===== config.mk =====
export PLATFORM = sky130hd
export DESIGN_NAME = mem_wb_reg
export DESIGN_NICKNAME = d
export VERILOG_FILES = /design/src/rtl/mem_wb_reg_pkg.sv /design/src/rtl/mem_wb_reg_load_align.sv /design/src/rtl/mem_wb_reg.sv
export SDC_FILE = /design/constraint.sdc
export NUM_CORES = 1
export LEC_CHECK = 0
export BUFFER_PORTS_ARGS = -buffer_cell sky130_fd_sc_hd__buf_2
export CAP_MARGIN = 10
export CELL_PAD_IN_SITES_DETAIL_PLACEMENT = 0
export CELL_PAD_IN_SITES_GLOBAL_PLACEMENT = 2
export CORE_ASPECT_RATIO = 1.1
export CORE_MARGIN = 3
export CORE_UTILIZATION = 32
export CTS_CLUSTER_DIAMETER = 150
export DETAILED_ROUTE_END_ITERATION = 16
export GPL_TIMING_DRIVEN = 0
export PLACE_DENSITY_LB_ADDON = 0.1
export REMOVE_ABC_BUFFERS = 1
export SLEW_MARGIN = 20
export SYNTH_ARGS = -nofsm -noshare
export SYNTH_HDL_FRONTEND = slang
export SYNTH_HIERARCHICAL = 1
export SYNTH_SLANG_ARGS = --single-unit

===== constraint.sdc =====
create_clock -name clk -period 4.85 [get_ports clk]
set_input_delay 0.7275 -clock clk [delete_from_list [all_inputs] [get_ports clk]]
set_output_delay 0.7275 -clock clk [all_outputs]
set_load 0.02 [all_outputs]

===== src/rtl/mem_wb_reg_pkg.sv =====
// Shared widths, memory-select encodings and the MEM/WB payload struct.
// Used by mem_wb_reg and mem_wb_reg_load_align.
package mem_wb_reg_pkg;

   localparam int unsigned DATA_W     = 32;
   localparam int unsigned REG_ADDR_W = 5;
   localparam int unsigned CP0_ADDR_W = 8;
   localparam int unsigned MEM_SEL_W  = 4;

   localparam logic [MEM_SEL_W-1:0] MEM_SEL_BYTE = 4'b0001;
   localparam logic [MEM_SEL_W-1:0] MEM_SEL_HALF = 4'b0011;
   localparam logic [MEM_SEL_W-1:0] MEM_SEL_WORD = 4'b1111;

   typedef struct packed {
      logic                  mem_read;
      logic                  mem_write;
      logic                  sign_ext;
      logic [MEM_SEL_W-1:0]  sel;
      logic [DATA_W-1:0]     result;
      logic                  reg_we;
      logic [REG_ADDR_W-1:0] reg_addr;
      logic [DATA_W-1:0]     pc;
      logic                  hilo_we;
      logic [DATA_W-1:0]     hi;
      logic [DATA_W-1:0]     lo;
      logic                  cp0_we;
      logic [DATA_W-1:0]     cp0_data;
      logic [CP0_ADDR_W-1:0] cp0_addr;
   } mem_wb_t;

endpackage


===== src/rtl/mem_wb_reg_load_align.sv =====
// Combinational load aligner: picks the byte/half/word lane and extends it.
// Misaligned half/word accesses return zero.
module mem_wb_reg_load_align
   import mem_wb_reg_pkg::*;
(
   input  logic [MEM_SEL_W-1:0] sel,
   input  logic [1:0]           addr_lo,
   input  logic                 sign_ext,
   input  logic [DATA_W-1:0]    word,
   output logic [DATA_W-1:0]    data_c
);

   logic [7:0]  byte_c;
   logic [15:0] half_c;

   always_comb begin
      byte_c = word[7:0];
      case (addr_lo)
         2'd1:    byte_c = word[15:8];
         2'd2:    byte_c = word[23:16];
         2'd3:    byte_c = word[31:24];
         default: byte_c = word[7:0];
      endcase
      half_c = addr_lo[1] ? word[31:16] : word[15:0];

      data_c = '0;
      case (sel)
         MEM_SEL_BYTE: data_c = sign_ext ? {{(DATA_W-8){byte_c[7]}}, byte_c}
                                         : {{(DATA_W-8){1'b0}}, byte_c};
         MEM_SEL_HALF: begin
            if (!addr_lo[0])
               data_c = sign_ext ? {{(DATA_W-16){half_c[15]}}, half_c}
                                 : {{(DATA_W-16){1'b0}}, half_c};
         end
         MEM_SEL_WORD: begin
            if (addr_lo == 2'd0) data_c = word;
         end
         default: data_c = '0;
      endcase
   end

endmodule


===== src/rtl/mem_wb_reg.sv =====
// MEM/WB pipeline register with flush/bubble/hold control and load alignment.
// Optional MEM_WB_LOAD_HOLD_EN keeps load data alive across WB stalls.
module mem_wb_reg
   import mem_wb_reg_pkg::*;
(
   input  logic                  clk,
   input  logic                  rst_n,
   input  logic                  flush,
   input  logic                  stall_current,
   input  logic                  stall_next,
   input  logic                  mem_read_flag_in,
   input  logic                  mem_write_flag_in,
   input  logic                  mem_sign_ext_flag_in,
   input  logic [MEM_SEL_W-1:0]  mem_sel_in,
   input  logic [DATA_W-1:0]     result_in,
   input  logic                  reg_write_en_in,
   input  logic [REG_ADDR_W-1:0] reg_write_addr_in,
   input  logic [DATA_W-1:0]     current_pc_addr_in,
   input  logic                  hilo_write_en_in,
   input  logic [DATA_W-1:0]     hi_in,
   input  logic [DATA_W-1:0]     lo_in,
   input  logic                  cp0_write_en_in,
   input  logic [DATA_W-1:0]     cp0_write_data_in,
   input  logic [CP0_ADDR_W-1:0] cp0_addr_in,
   input  logic [DATA_W-1:0]     ram_read_data,
   output logic                  reg_write_en_out,
   output logic [REG_ADDR_W-1:0] reg_write_addr_out,
   output logic [DATA_W-1:0]     reg_write_data_out,
   output logic [DATA_W-1:0]     current_pc_addr_out,
   output logic                  hilo_write_en_out,
   output logic [DATA_W-1:0]     hi_out,
   output logic [DATA_W-1:0]     lo_out,
   output logic                  cp0_write_en_out,
   output logic [DATA_W-1:0]     cp0_write_data_out,
   output logic [CP0_ADDR_W-1:0] cp0_addr_out
);

   mem_wb_t           in_c;
   mem_wb_t           pipe_d, pipe_q;
   logic              fresh_d, fresh_q;
   logic [DATA_W-1:0] load_word_c;
   logic [DATA_W-1:0] aligned_c;
`ifdef MEM_WB_LOAD_HOLD_EN
   logic [DATA_W-1:0] hold_d, hold_q;
   logic              held_d, held_q;
`endif

   always_comb begin
      in_c          = '0;
      in_c.mem_read  = mem_read_flag_in;
      in_c.mem_write = mem_write_flag_in;
      in_c.sign_ext  = mem_sign_ext_flag_in;
      in_c.sel       = mem_sel_in;
      in_c.result    = result_in;
      in_c.reg_we    = reg_write_en_in;
      in_c.reg_addr  = reg_write_addr_in;
      in_c.pc        = current_pc_addr_in;
      in_c.hilo_we   = hilo_write_en_in;
      in_c.hi        = hi_in;
      in_c.lo        = lo_in;
      in_c.cp0_we    = cp0_write_en_in;
      in_c.cp0_data  = cp0_write_data_in;
      in_c.cp0_addr  = cp0_addr_in;
   end

   // Priority: flush > bubble > capture > hold; fresh lives for one edge only.
   always_comb begin
      pipe_d  = pipe_q;
      fresh_d = 1'b0;
`ifdef MEM_WB_LOAD_HOLD_EN
      hold_d  = hold_q;
      held_d  = held_q;
`endif
      if (flush || (stall_current && !stall_next)) begin
         pipe_d = '0;
`ifdef MEM_WB_LOAD_HOLD_EN
         hold_d = '0;
         held_d = 1'b0;
`endif
      end else if (!stall_current) begin
         pipe_d  = in_c;
         fresh_d = mem_read_flag_in;
`ifdef MEM_WB_LOAD_HOLD_EN
         held_d  = 1'b0;
`endif
      end else begin
`ifdef MEM_WB_LOAD_HOLD_EN
         // RAM data is only valid the cycle after capture; latch it before it goes stale.
         if (fresh_q) begin
            hold_d = ram_read_data;
            held_d = 1'b1;
         end
`endif
      end
   end

   always_ff @(posedge clk or negedge rst_n) begin
      if (!rst_n) begin
         pipe_q  <= '0;
         fresh_q <= 1'b0;
`ifdef MEM_WB_LOAD_HOLD_EN
         hold_q  <= '0;
         held_q  <= 1'b0;
`endif
      end else begin
         pipe_q  <= pipe_d;
         fresh_q <= fresh_d;
`ifdef MEM_WB_LOAD_HOLD_EN
         hold_q  <= hold_d;
         held_q  <= held_d;
`endif
      end
   end

`ifdef MEM_WB_LOAD_HOLD_EN
   assign load_word_c = held_q ? hold_q : ram_read_data;
   logic unused_store_c;
   assign unused_store_c = pipe_q.mem_write;
`else
   assign load_word_c = ram_read_data;
   logic unused_store_c;
   assign unused_store_c = pipe_q.mem_write ^ fresh_q;
`endif

   mem_wb_reg_load_align u_load_align (
      .sel      (pipe_q.sel),
      .addr_lo  (pipe_q.result[1:0]),
      .sign_ext (pipe_q.sign_ext),
      .word     (load_word_c),
      .data_c   (aligned_c)
   );

   assign reg_write_en_out    = pipe_q.reg_we;
   assign reg_write_addr_out  = pipe_q.reg_addr;
   assign reg_write_data_out  = pipe_q.mem_read ? aligned_c : pipe_q.result;
   assign current_pc_addr_out = pipe_q.pc;
   assign hilo_write_en_out   = pipe_q.hilo_we;
   assign hi_out              = pipe_q.hi;
   assign lo_out              = pipe_q.lo;
   assign cp0_write_en_out    = pipe_q.cp0_we;
   assign cp0_write_data_out  = pipe_q.cp0_data;
   assign cp0_addr_out        = pipe_q.cp0_addr;

endmodule

# After elaboration in Yosys (flattened, before gate mapping)

Index checks and enable logic that the tools add are counted.

Flip-flop bits (word level): 182
Latch bits: 0
Memory bits (writable): 0
Bits in read-only memories: 0
Output and inout bits: 176
Memories kept: 0

Add/subtract/negate cells: 0
Multiply operators: 0
Div/mod/pow operators: 0
Magnitude comparators: 0
Eq/ne operators: 7
Shift-type cells: 0
Muxes and demuxes: 10
Bitwise gates (word level): 0
Reductions and logical operators: 4

Operator list:

| kind                 | count |
|---|---|
| $mux W183            | 2 |
| $mux W32             | 5 |
| $pmux W32 S3         | 1 |
| $pmux W8 S3          | 1 |
| $mux W16             | 1 |
| $eq A2 B2 Y1 const B | 2 |
| $eq A4 B1 Y1 const B | 1 |
| $eq A4 B2 Y1 const B | 1 |
| $eq A4 B4 Y1 const B | 1 |
| $eq A2 B1 Y1 const B | 1 |
| $logic_not A2 Y1     | 1 |
| $ne A2 B1 Y1 const B | 1 |
| $logic_and A1 B1 Y1  | 1 |
| $logic_not A1 Y1     | 1 |
| $logic_or A1 B1 Y1   | 1 |

# Depth between registers and ports, before layout

Word-level depth: 5
Mapped depth: 7

# Hierarchy

Netlist, hierarchy kept.

By module, submodules not included:

| module                | times used | cells an instance | area an instance (um^2) | sequential area each (um^2) |
|---|---|---|---|---|
| mem_wb_reg            | 1          | 604               | 8152.8                  | 4554.4 |
| mem_wb_reg_load_align | 1          | 89                | 760.7                   | 0.0 |

# Least setup slack after synthesis

Ideal clock, no wire load.

Path kind: input to output
Start point: input port ram_read_data[31]
End point: output port reg_write_data_out[10]
Arrival: 2136 ps
Data required time: 4123 ps
Path slack: 1986 ps
Stages: 5
Path buffers: 1
Cells stage by stage: mux4_2 and3_1 clkbuf_2 a221o_1 mux2_1

Longest elaborated chain between the ends: 4

Ends and longest elaborated chain:

| what              | RTL line                    | RTL |
|---|---|---|
| start, declared   | mem_wb_reg.sv:25            | `input logic [DATA_W-1:0] ram_read_data,` |
| $pmux W8 S3       | mem_wb_reg_load_align.sv:18 | `case (addr_lo)` |
| $mux W32          | mem_wb_reg_load_align.sv:28 | `MEM_SEL_BYTE: data_c = sign_ext ? {{(DATA_W-8){byte_c[7]}}, byte_c}` |
| $pmux W32 S3      | mem_wb_reg_load_align.sv:27 | `case (sel)` |
| via aligned_c[10] | mem_wb_reg.sv:42            | `logic [DATA_W-1:0] aligned_c;` |
| $mux W32          | mem_wb_reg.sv:135           | `assign reg_write_data_out = pipe_q.mem_read ? aligned_c : pipe_q.result;` |
| end, declared     | mem_wb_reg.sv:28            | `output logic [DATA_W-1:0] reg_write_data_out,` |

The timed path passes the listed nets, and every way through them passes these cells.

# Worst setup path in the final report

Start point: register pipe_q[145] (netlist bit)
End point: output port reg_write_data_out[31]

Longest elaborated chain between the ends: 5
Elaborated cells on any way between the ends: 12
Those cells by class: eq/ne: 3; mux: 8; reduce/logical: 1

Ends and longest elaborated chain:

| what                                           | RTL line                                                 | RTL |
|---|---|---|
| start, declared                                | mem_wb_reg.sv:39                                         | `mem_wb_t pipe_d, pipe_q;` |
| start signal, assigned                         | mem_wb_reg.sv:106                                        | `pipe_q <= pipe_d;` |
| $eq A2 B2 Y1, or another cell as far along     | mem_wb_reg_load_align.sv:18                              |  |
| $pmux W8 S3 / $mux W32 (equally long branches) | mem_wb_reg_load_align.sv:18, mem_wb_reg_load_align.sv:32 |  |
| $mux W32, on equally long branches             | mem_wb_reg_load_align.sv:28, mem_wb_reg_load_align.sv:31 |  |
| $pmux W32 S3 (*)                               | mem_wb_reg_load_align.sv:27                              |  |
| via aligned_c[31]                              | mem_wb_reg.sv:42                                         |  |
| $mux W32 (*)                                   | mem_wb_reg.sv:135                                        |  |

Mark *: on every way through the listed nets, which the timed path passes. The rest lies on a longest branch.

==> metrics.md <==
| Metric | Value |
|---|---|
| Min Tclk post-route | 3.61 ns |
| Worst setup margin | roughly 1.2 ns |
| Register clock-pin slew on the reported worst setup and hold paths | roughly 0.080 ns |
| First-pass GRT wire length | 42900 µm |
| Area contributors post-synth | dfrtp_1 51%, a32o_1 20%, buf_4 12% |
| Relative slew margins | 0.507 |
| Routability cong. | 0.800 |
| Fmax achieved | about 280 MHz |
| DP Wirelength | about 21000 µm |
| PostCTS Resize Cnt | 0 |
| Synth Flop Type | dfrtp_1 |
| Critical Path AT | 2.89 ns |
| Leakage power | 5.56 nW |
| Max-slew violation count | 0 |
| CTS Sinks | about 180 |
| Sequential share of the synthesized area | 0.511 |
| Setup TNS | 0 ns |
| Reg2Reg Setup Slack | 3.80 ns |
| CP Max Fanout | 17 |
| Vias in the first global route | 7004 |
| GRT Overall Usage | 0.186 |
| Reg area | 0.00456 mm² |
| Non-filler cells, final | 1279 |
| Max-Cap Viols | 0 |
| Placed insts | 1242 |
| Post-Synthesis Cells | ~690 |
| Mapped Avg Cell Area | 12.9 µm² |
| Die Ht | 181 µm |
| Detail-routed via count per cell | 5.39 |
| H-tree depth | 4 |
| Unrepaired setup endpoints after global routing | no |
| Post-synth EDFFs | 0 |
| Mapped cell area | 0.00891 mm² |
| Final instance area | roughly 0.011 mm² |
| Multi-input logic area | 0.00290 mm² |
| Worst R2R End | pipe_q[144] |
| 1st-pass router iterations | 6 |
| Die footprint | 0.0299 mm² |
| Nature of the critical path endpoint | primary output |
| Synth async-reset ratio | 1.00 |
| Pin count of the biggest net entering global routing | 83 |
| Cts bufs inserted | 17 |
| Fillcell total | 2663 |
| Row count | 63 |
| Most instantiated cells after synthesis | 182 x a32o_1, 182 x dfrtp_1, 143 x buf_4 |
| Worst min-delay path class | in -> async |
| Worst-Skew Late Latency | 0.42 ns |
| Initial core utilization | 0.328 |
| CTS Hold Bufs | 0 |
| Layout cells sized above 1 | 0.491 |
| Final-stage net count | 1124 |
| Setup repair bufs after CTS | 0 |
| Setup violators final | 0 |
| CTS Buffer Depth | 2 |
| Clock Skew | 0 ns |
| Pwr/cell area | 328 mW/mm² |
| Crit start category | flop |
| CTS tree | built |
| # DRC | 0 |
| Worst r2r src | pipe_q[144] |
| Initial antenna violation count | 9 |
| Port Buffers | 394 |
| Wire per inst | approximately 22 µm |
| Core Region | 0.0272 mm² |
| YS warnings | 6 |
| #FFs+latches synth | 182 |
| Iter 0 DRT Violations | 620 |
| Dpl ws | 1.63 ns |
| Worst r2r path cells | 1 |
| I/O pins | 396 |
| Post-DRT Antenna Nets | 0 |
| Yosys cell types | 24 |
| Die span in x | 165 µm |
| Period utilisation layout | 0.745 |
| Final-report hold violation count | 0 |
| VDD IR max | 0.197 mV |
| Layout overhead on the synthesized area | 22.1% |
| Vias | 6892 |
| Synth area leader | dfrtp_1 |
| Top cell type's share of synthesized area | 0.511 |
| WS Path Type | reg -> out |
| Cell area after placement | approximately 0.01 mm² |
| Total grt overflow | 0 |
| Crit path from | pipe_q[145] |
| Routed WL | roughly 28000 µm |
| Status | complete, no violations |
| CP required | 4.12 ns |
| Root Driver | clkbuf_16 |
| Worst-Margin Slew | approximately 0.74 ns |
## layout by cell type, fill, tap and decap left out
cell / synthesis / layout
and3_1: 2 / 2
nand4_1: 1 / 1
and2_4: 0 / 1
nor2_4: 0 / 1
o21a_4: 1 / 1
nor4b_4: 1 / 1
diode_2: 0 / 5
and4bb_1: 1 / 1
inv_6: 0 / 6
buf_2: 28 / 393
clkbuf_16: 0 / 17
mux2_1: 32 / 32
buf_8: 0 / 1
nor2_1: 2 / 1
inv_12: 0 / 1
nand3_1: 36 / 36
buf_16: 0 / 11
a221o_1: 15 / 15
mux2_2: 1 / 1
dfrtp_2: 0 / 1
dfrtp_1: 182 / 181
clkinv_8: 0 / 6
clkinvlp_4: 0 / 1
and2_1: 10 / 9
mux4_2: 2 / 2
and3b_1: 1 / 1
clkbuf_8: 0 / 1
nor2b_4: 0 / 1
inv_8: 0 / 1
buf_12: 0 / 3
mux4_1: 6 / 6
a32o_1: 182 / 182
## report_power, final
part | switching [W] | internal [W]
logic | 0.000310 | 0.000218
clock network | 0.000698 | 0.000715
registers | 0.0000445 | 0.00159
## sequential cells by signal (all words and copies together) (netlist names)
name / flops
cp0_write_en_out: 1
reg_write_en_out: 1
cp0_write_data_out: 32
lo_out: 32
current_pc_addr_out: 32
hilo_write_en_out: 1
hi_out: 32
pipe_q: 38
reg_write_addr_out: 5
cp0_addr_out: 8
## through the flow
step                       util  hold slack, ns  total power [W]
after floorplan               -           0.432          0.00190
after global placement    0.363           0.498          0.00217
after detailed placement  0.377           0.504          0.00219
after global routing      0.400           0.196          0.00374
final                     0.400           0.191          0.00357
after CTS                 0.400           0.191          0.00363
## worst max-delay path, stage by stage, from the launching register on
cell,delay (ns)
dfrtp_1,0.69
mux4_2,0.59
nand3_1,0.47
nand3_1,0.18
mux2_1,0.33
buf_2,0.17
## logic make-up (layout without fill, tap and decap cells)
| kind of cell | Yosys count | after routing | share of synthesized area |
|---|---|---|---|
| buffers and inverters | 217 | 441 | 0.166 |
| AO/OA/AOI/OAI | 198 | 198 | 0.223 |
| flip-flops | 182 | 182 | 0.511 |
| AND/OR/NAND/NOR | 55 | 55 | 0.0359 |
| multiplexers | 41 | 41 | 0.0644 |
| other | 0 | 5 | 0 |
## worst max path at each step
stage | endpoint | slack (ns) | cells after the start
after global placement | pipe_q[150] | -5.62 | 3
after detailed placement | reg_write_data_out[29] | 1.63 | 6
after global routing | reg_write_data_out[18] | 1.03 | 5
final | reg_write_data_out[31] | 1.24 | 5
after floorplan | cp0_addr_out[0] | -1.91 | 2
after CTS | reg_write_data_out[29] | 1.21 | 5
## metal layers
layer  vias to the layer above  global-route usage  wire (µm)
li1                       3024                   -          -
met4                         8              0.0487        320
met1                      3490               0.216      10300
met3                        28              0.0725       2870
met2                       342               0.318      14900
met5                         -                   0         42
## area by class of cell
class / instances / area share
sequential: 182 / 0.419
multi-input combinational: 294 / 0.266
timing repair buffer: 408 / 0.215
tap: 357 / 0.0410
clock buffer: 18 / 0.0404
clock inverter: 14 / 0.0162
antenna: 5 / 0.00115
inverter: 1 / 0.000805
Note: power is estimated with default switching activity, not from simulation.
